<file path="config.mk">
export PLATFORM = sky130hd
export DESIGN_NAME = key_debouncer
export DESIGN_NICKNAME = d
export VERILOG_FILES = /design/src/rtl/key_debouncer.sv
export SDC_FILE = /design/constraint.sdc
export NUM_CORES = 1
export LEC_CHECK = 0
export ABC_AREA = 1
export CORE_ASPECT_RATIO = 1.75
export CORE_MARGIN = 1.5
export CORE_UTILIZATION = 40
export DETAILED_ROUTE_END_ITERATION = 8
export PLACE_DENSITY_LB_ADDON = 0.1
export SETUP_SLACK_MARGIN = 0.2
export SKIP_CTS_REPAIR_TIMING = 1
export SLEW_MARGIN = 20
export SYNTH_ARGS = -nofsm -noshare
export SYNTH_HDL_FRONTEND = slang
export SYNTH_SLANG_ARGS = --single-unit
</file>
<file path="constraint.sdc">
create_clock -name clk_i -period 3.57 [get_ports clk_i]
set_clock_uncertainty 0.05 [all_clocks]
set_input_delay 0.357 -clock clk_i [delete_from_list [all_inputs] [get_ports clk_i]]
set_output_delay 0.357 -clock clk_i [all_outputs]
set_load 0.01 [all_outputs]
</file>
<file path="src/rtl/key_debouncer.sv">
// key_debouncer: per-channel input conditioning for board push-buttons and
// slide switches. Each channel has a two-flop synchronizer, a stable-time
// debounce counter, registered press/release pulses and a hold-to-repeat FSM.
// All channels are identical and independent. Every output is registered.
module key_debouncer #(
  parameter int WIDTH           = 4,
  parameter int DEBOUNCE_CYCLES = 240000,
  parameter int ACTIVE_LOW      = 1,
  parameter int REPEAT_DELAY    = 12000000,
  parameter int REPEAT_PERIOD   = 2400000
) (
  input  logic             clk_i,
  input  logic             reset_i,
  input  logic [WIDTH-1:0] raw_in_i,
  output logic [WIDTH-1:0] level_o,
  output logic [WIDTH-1:0] press_o,
  output logic [WIDTH-1:0] release_o,
  output logic [WIDTH-1:0] repeat_o
);

  localparam int DCNT_W  = (DEBOUNCE_CYCLES > 1) ? $clog2(DEBOUNCE_CYCLES + 1) : 1;
  localparam int RPT_MAX = (REPEAT_DELAY > REPEAT_PERIOD) ? REPEAT_DELAY : REPEAT_PERIOD;
  localparam int RCNT_W  = (RPT_MAX > 1) ? $clog2(RPT_MAX + 1) : 1;

  localparam logic [DCNT_W-1:0] DCNT_LAST = DCNT_W'(DEBOUNCE_CYCLES - 1);
  // REPEAT_DELAY == 0 disables repeat; the terminal value is then never used.
  localparam logic [RCNT_W-1:0] DELAY_LAST  = (REPEAT_DELAY > 0) ? RCNT_W'(REPEAT_DELAY - 1) : '0;
  localparam logic [RCNT_W-1:0] PERIOD_LAST = RCNT_W'(REPEAT_PERIOD - 1);
  localparam bit                REPEAT_EN   = (REPEAT_DELAY > 0);

  // Raw value of an idle (not pressed / inactive) pin.
  localparam logic [WIDTH-1:0] INACTIVE = (ACTIVE_LOW != 0) ? {WIDTH{1'b1}} : {WIDTH{1'b0}};

  typedef enum logic [1:0] {
    IDLE = 2'd0,
    WAIT = 2'd1,
    RPT  = 2'd2
  } rpt_state_e;

  logic [WIDTH-1:0]  sync1_q, sync2_q;
  logic [WIDTH-1:0]  sample;

  logic [WIDTH-1:0]  level_q,   level_d;
  logic [WIDTH-1:0]  press_q,   press_d;
  logic [WIDTH-1:0]  release_q, release_d;
  logic [WIDTH-1:0]  repeat_q,  repeat_d;
  logic [DCNT_W-1:0] dcnt_q [WIDTH];
  logic [DCNT_W-1:0] dcnt_d [WIDTH];
  logic [RCNT_W-1:0] rcnt_q [WIDTH];
  logic [RCNT_W-1:0] rcnt_d [WIDTH];
  rpt_state_e        state_q [WIDTH];
  rpt_state_e        state_d [WIDTH];

  // Two-flop synchronizer; reset parks it at the idle pin value so no
  // spurious edge is seen when reset is released.
  always_ff @(posedge clk_i) begin
    if (reset_i) begin
      sync1_q <= INACTIVE;
      sync2_q <= INACTIVE;
    end else begin
      sync1_q <= raw_in_i;
      sync2_q <= sync1_q;
    end
  end

  // Normalized sample: 1 means pressed/active regardless of pin polarity.
  assign sample = sync2_q ^ INACTIVE;

  // Debounce: count consecutive cycles where the sample disagrees with the
  // accepted level; any agreement restarts the window.
  always_comb begin
    level_d   = level_q;
    press_d   = '0;
    release_d = '0;
    for (int c = 0; c < WIDTH; c++) begin
      dcnt_d[c] = '0;
      if (sample[c] != level_q[c]) begin
        if (dcnt_q[c] == DCNT_LAST) begin
          level_d[c]   = sample[c];
          press_d[c]   = sample[c];
          release_d[c] = ~sample[c];
        end else begin
          dcnt_d[c] = dcnt_q[c] + 1'b1;
        end
      end
    end
  end

  // Hold-to-repeat FSM next state; a release on the same edge as a terminal
  // count wins, so no repeat pulse accompanies a release.
  always_comb begin
    repeat_d = '0;
    for (int c = 0; c < WIDTH; c++) begin
      state_d[c] = state_q[c];
      rcnt_d[c]  = rcnt_q[c];
      case (state_q[c])
        IDLE: begin
          rcnt_d[c] = '0;
          if (REPEAT_EN && press_d[c]) begin
            state_d[c] = WAIT;
          end
        end
        WAIT: begin
          if (release_d[c]) begin
            state_d[c] = IDLE;
            rcnt_d[c]  = '0;
          end else if (rcnt_q[c] == DELAY_LAST) begin
            repeat_d[c] = 1'b1;
            rcnt_d[c]   = '0;
            state_d[c]  = RPT;
          end else begin
            rcnt_d[c] = rcnt_q[c] + 1'b1;
          end
        end
        RPT: begin
          if (release_d[c]) begin
            state_d[c] = IDLE;
            rcnt_d[c]  = '0;
          end else if (rcnt_q[c] == PERIOD_LAST) begin
            repeat_d[c] = 1'b1;
            rcnt_d[c]   = '0;
          end else begin
            rcnt_d[c] = rcnt_q[c] + 1'b1;
          end
        end
        default: begin
          state_d[c] = IDLE;
          rcnt_d[c]  = '0;
        end
      endcase
    end
  end

  // State and output registers; reset clears every counter, level and pulse.
  always_ff @(posedge clk_i) begin
    if (reset_i) begin
      level_q   <= '0;
      press_q   <= '0;
      release_q <= '0;
      repeat_q  <= '0;
      for (int c = 0; c < WIDTH; c++) begin
        dcnt_q[c]  <= '0;
        rcnt_q[c]  <= '0;
        state_q[c] <= IDLE;
      end
    end else begin
      level_q   <= level_d;
      press_q   <= press_d;
      release_q <= release_d;
      repeat_q  <= repeat_d;
      for (int c = 0; c < WIDTH; c++) begin
        dcnt_q[c]  <= dcnt_d[c];
        rcnt_q[c]  <= rcnt_d[c];
        state_q[c] <= state_d[c];
      end
    end
  end

  assign level_o   = level_q;
  assign press_o   = press_q;
  assign release_o = release_q;
  assign repeat_o  = repeat_q;

endmodule

</file>
==> results of run 1 <==
placed cells by master (no fill, tap or decap), types with 5 or more instances in the layout:
master,Yosys,layout
nor2_1,266,266
nand2_1,225,225
dfxtp_1,200,200
inv_1,168,168
nand3_1,100,100
xor2_1,59,59
nor3_1,52,52
nand4_1,39,39
a21oi_1,38,38
xnor2_1,25,25
o21ai_0,23,23
clkdlybuf4s50_1,0,21
ha_1,20,20
clkbuf_16,0,17
or2_2,16,16
nor2_2,12,12
nor4_1,12,12
nand3_2,8,8
nor3_2,7,7
inv_2,5,5
nor3b_1,5,5
nand2_2,5,5
where the power goes:
part           leakage [nW]  total (mW)  switching [mW]  internal, mW
sequential             1.61        2.25         0.00722          2.24
combinational          1.88       0.106          0.0683        0.0377
clock                 0.301        2.09           0.864          1.22
total                  3.80        4.44           0.939          3.50
state kept, by name, summed over array words and instances, names as in the netlist:
register / count
dcnt_q: 72
level_o: 4
press_o: 4
rcnt_q: 96
release_o: 4
repeat_o: 4
state_q: 8
sync1_q: 4
sync2_q: 4
worst paths after layout:
kind                     start            end  slack (ns)  cells after the start
hold reg to reg     sync1_q[2]     sync2_q[2]        0.36                      1
hold / removal      sync1_q[2]     sync2_q[2]        0.36                      1
setup reg to reg  rcnt_q[0][0]  rcnt_q[0][20]        1.44                     10
setup / recovery  rcnt_q[0][0]  rcnt_q[0][20]        1.44                     10
per-stage QoR:
| stage | cell area, sq um | total power [mW] | setup slack (ns) |
|---|---|---|---|
| global placement | 10300 | 2.41 | 1.04 |
| finish | 10900 | 4.44 | 1.44 |
| CTS | 10900 | 4.53 | 1.42 |
| global route | 10900 | 4.62 | 1.22 |
| floorplan | 9760 | 2.38 | 1.94 |
| detailed placement | 10300 | 2.41 | 1.03 |
kinds of logic after synthesis:
group                      after synthesis  share of synthesized area, %
AOI/OAI and AO/OA                       79                          4.52
xor gates and xnor gates                84                          7.53
adders and majority gates               20                          2.56
buffers and inverters                  189                          7.80
DFF                                    200                          41.0
and+or+nand+nor                        769                          36.6
routing by layer:
layer  vias to the layer above  global-route usage (%)  wire length (um)
li1                       4328                       -                 -
met1                      3688                    17.5              8220
met2                       104                    34.8             11600
met3                        54                    2.72               502
met4                         0                    11.0               867
met5                         -                       0                 0
layout make-up:
| cell class | instances | area (sq um) |
|---|---|---|
| clock buffer | 20 | 467 |
| clock inverter | 11 | 169 |
| fill | 2505 | 13100 |
| inverter | 173 | 649 |
| multi-input combinational | 952 | 5000 |
| sequential | 200 | 4000 |
| tap | 308 | 385 |
| timing repair buffer | 22 | 218 |
==> results by group, run 1 <==
Outcome
  – Status: completed

Critical path
  – CP Max Fanout: 23
  – Crit-path max cell delay: 0.36 ns
  – Data arrival, critical path: between 2 and 2.5 ns
  – Slowest CP cell: dfxtp_1
  – Crit path kind: register to register
  – CP Capture Type: register
  – Worst setup SP type: register
  – CP required: 3.84 ns
  – Cell family with most CP delay: simple AND/OR/NAND/NOR gates
  – CP Cell Sequence: ha_1, nand3_1, inv_2, nand2_1, nor2_1, nand3_1, nand3_2, nand2_1, nand2_2, nor2_1
  – Crit path buffers/inverters: 1

Synth
  – Commonest cells post-synth: 266 x nor2_1, 225 x nand2_1, 200 x dfxtp_1, 168 x inv_1, 100 x nand3_1
  – Top cell type's share of synthesized area: 41.0%
  – Ranking of synthesized cells by area: dfxtp_1 41%, nor2_1 10%, nand2_1 8.6%, inv_1 6.5%, xor2_1 5.3%
  – Yosys warnings: 0
  – Most used DFF post-synth: dfxtp_1
  – Synth unique cells: 43
  – Cell count after synthesis: between 1000 and 1500
  – Register bit count reported by yosys: 200
  – Largest area contributor in the netlist: dfxtp_1
  – Synthesized Nets: between 1000 and 1500
  – Avg Cell Area, Syn: 7.28 sq um
  – Asr flop ratio synth: 0%
  – Post-synth EDFFs: 0
  – Count leader, synth: nor2_1
  – Seq/Total Area, Yosys: 41.0%
  – Mapped Area: 9760 sq um

Placement
  – Port Buffers: 21
  – GP Congestion: 0.854
  – Dpl hpwl: about 16 mm
  – Placed insts: 1655

Route
  – Via count: 8174
  – # DRC: 0
  – Via density: 4.85
  – DR iter-0 viols: between 200 and 300
  – DRT Wirelength: about 21 mm
  – Routed length per instance: 12.6 um
  – DR pass1 iterations: 6
  – Antenna Nets Post-Route: 0

Floorplan
  – Die width: 121 um
  – Row Count: 75
  – I/O pins: 22
  – Die ar.: 25400 sq um
  – Core area: between 20000 and 25000 sq um
  – Die H: 210 um
  – Starting density of the core: 40.6%

Finish
  – Ant diodes: 0
  – Final design utilization: a little under half
  – Nets: about 1400
  – Syn-to-layout area delta: 11.5%
  – Fin cells: 1686
  – Layout cells sized above 1: 7.47%

Clock network
  – Later-pin clock latency in the skew report: 0.45 ns
  – Cts bufs inserted: 17
  – CTS tree: built
  – Sink Count: 200
  – Worst-path clk slew: 0.07 ns
  – Root Buffer: clkbuf_16
  – Clock buffer depth: 2
  – # H-tree levels: 4

Hold path
  – Worst min path class: register to register

Power
  – Leak pwr: about 3.8 nW
  – Power density over the cells: 408 nW/um^2
  – Max VDD drop: 0.000330 V

GRT
  – Vias in the first global route: 8349
  – Initial antenna violation count: 0
  – All-layer global routing usage: 18.0%
  – Wire length of the first global-routing pass: roughly 37 mm
  – Largest net degree at the start of global routing: 25
  – Total gr overflow: 0

Timing
  – Final Hold Vio Count: 0
  – Crit path time final: around 2.1 ns
  – Slew margin rel.: between 40% and 50%
  – Max Clock Freq: 469 MHz
  – RSZ-0062 raised after global routing: no
  – Setup_tns: 0 ns
  – Fin Hold WS: between 0.3 and 0.4 ns
  – Tightest Pin Transition: ~0.83 ns
  – Fin. max-slew vios: 0
  – Fin crit share: 59.8%
  – Endpoints failing setup: 0

Flow run
  – Max-Cap Viols: 0
(Power assumes the default switching activity.)
==> inputs of run 2 (changes only) <==
==> constraint.sdc (replaced) <==
create_clock -name clk_i -period 2.14 [get_ports clk_i]
set_clock_uncertainty 0.05 [all_clocks]
set_input_delay 0.214 -clock clk_i [delete_from_list [all_inputs] [get_ports clk_i]]
set_output_delay 0.214 -clock clk_i [all_outputs]
set_load 0.01 [all_outputs]
==> run 2 against run 1 <==
  * Via count up 2.8%
  * Clock-buffer cell count stayed put
  * First-iteration DRC count rose by 16%
  * Core utilization up 1.4 points
  * Sequential share of layout area decreased by 1.0 points
  * Non-clock buffer count rose by 17
  * Global-route usage grew 0.094 points
  * Sequential power up 67%
  * Sequential cell count did not move
  * Clock power up 57%
  * Routed wire length increased by 4.7%
  * Critical path type unchanged
  * Highest routed layer unchanged
==> results by group, run 2 (synthesized netlist as in run 1, its figures left out) <==
Critical path
  – CP Cell Sequence: ha_2, nand3_2, nor3_4, buf_4, nand3_2, nand3_4, o21ai_4, nand3_4, nor2_1
  – Crit-path max cell delay: 0.36 ns (about the same)
  – CP required: 2.43 ns (-1.41 ns)
  – Crit path kind: register to register
  – Cell family with most CP delay: simple AND/OR/NAND/NOR gates
  – Worst setup SP type: register
  – CP Capture Type: register
  – Data arrival, critical path: 2.16 ns (-0.25 ns)
  – Crit path buffers/inverters: 1 (unchanged)
  – CP Max Fanout: 12 (-48%)
  – Slowest CP cell: dfxtp_2

Timing
  – Crit path time final: 1.87 ns (-0.265 ns)
  – Fin Hold WS: 0.276 ns (-0.0842 ns)
  – Endpoints failing setup: 0 (unchanged)
  – Tightest Pin Transition: 0.609 ns (-0.217 ns)
  – Fin crit share: 87.3% (+28 points)
  – Max Clock Freq: 535 MHz (+14%)
  – Fin. max-slew vios: 0 (unchanged)
  – Setup_tns: 0 ns (unchanged)
  – Final Hold Vio Count: 0 (unchanged)
  – Final WS setup: 0.271 ns (-1.16 ns)
  – RSZ-0062 raised after global routing: yes
  – Slew margin rel.: 59.2% (+15 points)

Route
  – Via count: 8406 (+2.8%)
  – Highest metal layer with signal wires: met4
  – Routed length per instance: 13.0 um (+3.4%)
  – Met2 WL post-DR: 12.4 mm (+6.6%)
  – DRT Wirelength: 22.2 mm (+4.7%)
  – Antenna Nets Post-Route: 0 (unchanged)
  – WL met1: 8.43 mm (+2.5%)
  – DR pass1 iterations: 5 (-1)
  – Met3 WL post-DR: 433 um (-14%)
  – DR iter-0 viols: 338 (+16%)
  – Via density: 4.92 (+1.5%)
  – # DRC: 0 (unchanged)

Outcome
  – Status: completed

Power
  – Clk pwr share: 45.3% (-1.7 points)
  – Leak pwr: 3.91 nW (+2.9%)
  – Int Pwr: 5.61 mW (+60%)
  – Max VDD drop: 0.000511 V (+55%)
  – Overall Power: 7.26 mW (+63%)
  – Sw frac: 22.6% (+1.5 points)
  – Combinational Power Share: 3.0% (+0.6 points)
  – Flop pwr share: 51.7% (+1.1 points)
  – Switching Power: 1.64 mW (+75%)
  – Power density over the cells: 647 nW/um^2 (+59%)

Floorplan
  – Starting density of the core: 40.6% (unchanged)
  – Die ar.: 25400 sq um (unchanged)
  – I/O pins: 22 (unchanged)
  – Die H: 210 um (unchanged)
  – Die width: 121 um (unchanged)
  – Core area: 24000 sq um (unchanged)
  – Row Count: 75 (unchanged)

Clock network
  – Worst-path clk slew: 0.07 ns (about the same)
  – Cts bufs inserted: 17 (unchanged)
  – Root Buffer: clkbuf_16
  – CTS tree: built
  – # H-tree levels: 4 (unchanged)
  – Clock buffer depth: 2 (unchanged)
  – Sink Count: 200 (unchanged)
  – Later-pin clock latency in the skew report: 0.45 ns (about the same)

Finish
  – Largest Register: rcnt_q
  – Seq. cell area: 4010 sq um (about the same)
  – Layout cells sized above 1: 10.8% (+3.3 points)
  – Fillers: 2492 (-0.52%)
  – Largest registers: rcnt_q (96), dcnt_q (72), state_q (8)
  – Most frequent cells in the layout: 259 x nor2_1, 223 x nand2_1, 198 x dfxtp_1
  – Nets: 1413 (+1.5%)
  – Ant diodes: 0 (unchanged)
  – Syn-to-layout area delta: 14.9%
  – Max FFs per register: 96 (unchanged)
  – Commonest non-fill, non-tap cell in the layout: nor2_1
  – Area of the multi-input gates: 5220 sq um (+4.4%)

Hold path
  – Worst min path class: input pin to register

GRT
  – Initial antenna violation count: 0 (unchanged)
  – Wire length of the first global-routing pass: 36.7 mm (about the same)
  – Largest net degree at the start of global routing: 25 (unchanged)
  – Vias in the first global route: 8349 (unchanged)
  – Total gr overflow: 0 (unchanged)
  – All-layer global routing usage: 18.1% (+0.094 points)

Placement
  – Port Buffers: 21 (unchanged)
  – Worst setup slack after placement: 0.126 ns (-0.901 ns)
  – Dpl hpwl: 16.3 mm (+2.0%)
  – GP Congestion: 0.853 (about the same)

Flow run
  – Max-Cap Viols: 0 (unchanged)
[run 2: cell count changes in the layout (fill, tap and decap cells not counted), sizes merged]
cell,before,now
nand2,232,234
buf,1,18
bufinv,4,2
inv,174,176
clkinv,2,5
nand3,109,111
clkinvlp,4,2
[run 2: path summary, 6_finish.rpt]
kind | depth (start not counted) | endpoint | slack [ns] | start
min | 2 | sync1_q[2] | 0.28 | raw_in_i[2]
max | 9 | rcnt_q[1][16] | 0.27 | rcnt_q[1][0]
max reg2reg | 9 | rcnt_q[1][16] | 0.27 | rcnt_q[1][0]
min reg2reg | 1 | sync2_q[0] | 0.36 | sync1_q[0]
[run 2: per-stage QoR]
| step | util, % | instance area (sq um) | std cells |
|---|---|---|---|
| after floorplan | - | 9760 | 1341 |
| after global placement | 43.1 | 10300 | 1665 |
| after detailed placement | 43.1 | 10300 | 1665 |
| after CTS | 45.5 | 10900 | 1697 |
| after global routing | 46.7 | 11200 | 1708 |
| final | 46.7 | 11200 | 1708 |
[run 2: area by class of cell]
type                    instances  share of cell area, %
clock buffers                  20                   4.07
well taps                     308                   3.44
clock inverters                12                   1.26
repair buffers                 39                   3.19
flip-flops and latches        200                   35.7
inverters                     173                   5.79
multi-input cells             956                   46.5
[run 2: per-layer routing]
| layer | global-route usage (%) | up-vias |
|---|---|---|
| met4 | 10.6 | 0 |
| met3 | 2.69 | 63 |
| li1 | - | 4384 |
| met1 | 17.0 | 3831 |
| met5 | 0 | - |
| met2 | 35.8 | 128 |
[run 2: power groups by stage]
stage / clock network [mW] / logic [mW] / registers, mW
2_1_floorplan: 0 / 0.138 / 3.83
3_3_place_gp: 0 / 0.187 / 3.84
3_5_place_dp: 0 / 0.189 / 3.84
4_1_cts: 3.42 / 0.189 / 3.75
5_1_grt: 3.55 / 0.247 / 3.75
6_report: 3.29 / 0.220 / 3.75
==> inputs of run 3 (changes only) <==
--- a/config.mk
+++ b/config.mk
@@ -10,9 +10,9 @@
 export CORE_MARGIN = 1.5
 export CORE_UTILIZATION = 40
 export DETAILED_ROUTE_END_ITERATION = 8
+export GPL_ROUTABILITY_DRIVEN = 0
 export PLACE_DENSITY_LB_ADDON = 0.1
 export SETUP_SLACK_MARGIN = 0.2
-export SKIP_CTS_REPAIR_TIMING = 1
 export SLEW_MARGIN = 20
 export SYNTH_ARGS = -nofsm -noshare
 export SYNTH_HDL_FRONTEND = slang
==> run 3 against run 2 <==
  * Routed wire length about the same
  * Sequential cell count unchanged
  * Combinational power about the same
  * Non-clock buffer count shrank 1
  * Critical path type unchanged
==> results by group, run 3 (synthesized netlist as in run 1, its figures left out) <==
Outcome
  – Status: completed

Route
  – Via density: 4.92 (about the same)
  – Via count: 8409 (+0.036%)
  – DR pass1 iterations: 5 (unchanged)
  – DR iter-0 viols: 343 (+1.5%)
  – DRT Wirelength: 22.2 mm (about the same)
  – Routed length per instance: 13.0 um (about the same)
  – # DRC: 0 (unchanged)
  – Antenna Nets Post-Route: 0 (unchanged)

Timing
  – Fin. max-slew vios: 0 (unchanged)
  – Final WS setup: 0.305 ns (+0.0336 ns)
  – Final Hold Vio Count: 0 (unchanged)
  – Fin crit share: 85.8% (-1.6 points)
  – Fin Hold WS: 0.277 ns (+0.000805 ns)
  – Max Clock Freq: 545 MHz (+1.8%)
  – Slew margin rel.: 59.6% (+0.31 points)
  – Endpoints failing setup: 0 (unchanged)
  – Setup_tns: 0 ns (unchanged)
  – Tightest Pin Transition: 0.605 ns (-0.00466 ns)
  – RSZ-0062 raised after global routing: yes
  – Crit path time final: 1.84 ns (-0.0336 ns)

Critical path
  – Crit-path max cell delay: 0.40 ns (+0.04 ns)
  – Crit path from: dcnt_q[1][11]
  – Worst r2r src: dcnt_q[1][11]
  – R2r worst-path depth: 9 (unchanged)
  – Worst setup SP type: register
  – CP Cell Sequence: nand2_1, inv_1, nand2_1, nor2_1, nand4_4, nand2_4, o21ai_4, nand3_2, nor2_1
  – CP Capture Type: register
  – Data arrival, critical path: 2.12 ns (-0.04 ns)
  – CP Max Fanout: 6 (-6)
  – Crit path kind: register to register
  – CP required: 2.43 ns (about the same)
  – Slowest CP cell: dfxtp_1

Placement
  – Dpl hpwl: 16.3 mm (unchanged)
  – Port Buffers: 21 (unchanged)
  – Worst setup slack after placement: 0.126 ns (unchanged)

Power
  – Max VDD drop: 0.000509 V (-0.32%)
  – Overall Power: 7.25 mW (about the same)
  – Power density over the cells: 646 nW/um^2 (-0.17%)
  – Leak pwr: 3.90 nW (-0.14%)

GRT
  – Total gr overflow: 0 (unchanged)
  – All-layer global routing usage: 18.3% (+0.19 points)
  – Vias in the first global route: 8396 (+0.56%)
  – Largest net degree at the start of global routing: 24 (-4.0%)
  – Wire length of the first global-routing pass: 37.0 mm (+0.90%)
  – Initial antenna violation count: 0 (unchanged)

Hold path
  – WHS Path Cells: 2 (unchanged)
  – Worst min path class: input pin to register
  – Min-delay src: raw_in_i[2]

Clock network
  – Worst-path clk slew: 0.07 ns (about the same)
  – Later-pin clock latency in the skew report: 0.45 ns (about the same)
  – Root Buffer: clkbuf_16
  – Cts bufs inserted: 17 (unchanged)
  – CTS tree: built
  – # H-tree levels: 4 (unchanged)
  – Sink Count: 200 (unchanged)
  – Clock buffer depth: 2 (unchanged)

Finish
  – Commonest non-fill, non-tap cell in the layout: nor2_1
  – Layout cells sized above 1: 10.8% (unchanged)
  – Largest Register: rcnt_q
  – Final design utilization: 46.7% (+0.052 points)
  – Most frequent cells in the layout: 259 x nor2_1, 223 x nand2_1, 198 x dfxtp_1
  – Nets: 1413 (unchanged)
  – Max FFs per register: 96 (unchanged)
  – Syn-to-layout area delta: 15.0%
  – Largest registers: rcnt_q (96), dcnt_q (72), state_q (8)
  – Ant diodes: 0 (unchanged)

Floorplan
  – Die width: 121 um (unchanged)
  – Core area: 24000 sq um (unchanged)
  – Starting density of the core: 40.6% (unchanged)
  – Die ar.: 25400 sq um (unchanged)
  – Row Count: 75 (unchanged)
  – Die H: 210 um (unchanged)
  – I/O pins: 22 (unchanged)

Flow run
  – Max-Cap Viols: 0 (unchanged)
-- run 3: worst max-delay path: cells and delay by family (launching register included) --
kind | cells | cell delay, ns
buffers and inverters | 1 | 0.08
AOI/OAI and AO/OA | 1 | 0.11
and+or+nand+nor | 7 | 1.08
DFF | 1 | 0.40
-- run 3: worst paths after layout --
path / slack, ns / endpoint
setup / recovery: 0.30 / rcnt_q[1][12]
hold reg to reg: 0.36 / sync2_q[0]
setup reg to reg: 0.30 / rcnt_q[1][12]
hold / removal: 0.28 / sync1_q[2]
-- run 3: what timing repair did --
action                     in CTS  in global routing
setup endpoints to repair      42                 97
gates resized for setup         2                 42
buffers inserted                0                  6
hold buffers                    0                  0
pin swaps                       0                 12
gates cloned                    1                  4
-- run 3: layout make-up --
cell class                      instances  area [sq um]
Fill cell                            2497         12800
Multi-Input combinational cell        957          5240
Sequential cell                       200          4010
Inverter                              173           649
Clock buffer                           20           457
Tap cell                              308           385
Timing Repair Buffer                   38           350
Clock inverter                         12           141
-- run 3: stage by stage --
| step | instance area (sq um) | cells |
|---|---|---|
| 2_1_floorplan | 9760 | 1341 |
| 3_3_place_gp | 10300 | 1665 |
| 3_5_place_dp | 10300 | 1665 |
| 4_1_cts | 11000 | 1698 |
| 5_1_grt | 11200 | 1708 |
| 6_report | 11200 | 1708 |
-- run 3: per-layer routing --
metal / share of wire (%) / routed length (um) / track usage (%) / vias to the layer above
met3: 2.0 / 441 / 2.74 / 64
li1: - / - / - / 4382
met2: 56 / 12400 / 36.0 / 129
met4: 4.6 / 1020 / 11.2 / 0
met1: 38 / 8340 / 17.1 / 3834
met5: 0 / 0 / 0 / -
-- run 3: power by group --
part / internal (mW) / switching, mW / total [mW] / leakage (nW)
Combinational: 0.0768 / 0.145 / 0.221 / 2.00
Clock: 1.80 / 1.48 / 3.28 / 0.288
Sequential: 3.74 / 0.0127 / 3.75 / 1.61
Total: 5.61 / 1.64 / 7.25 / 3.90
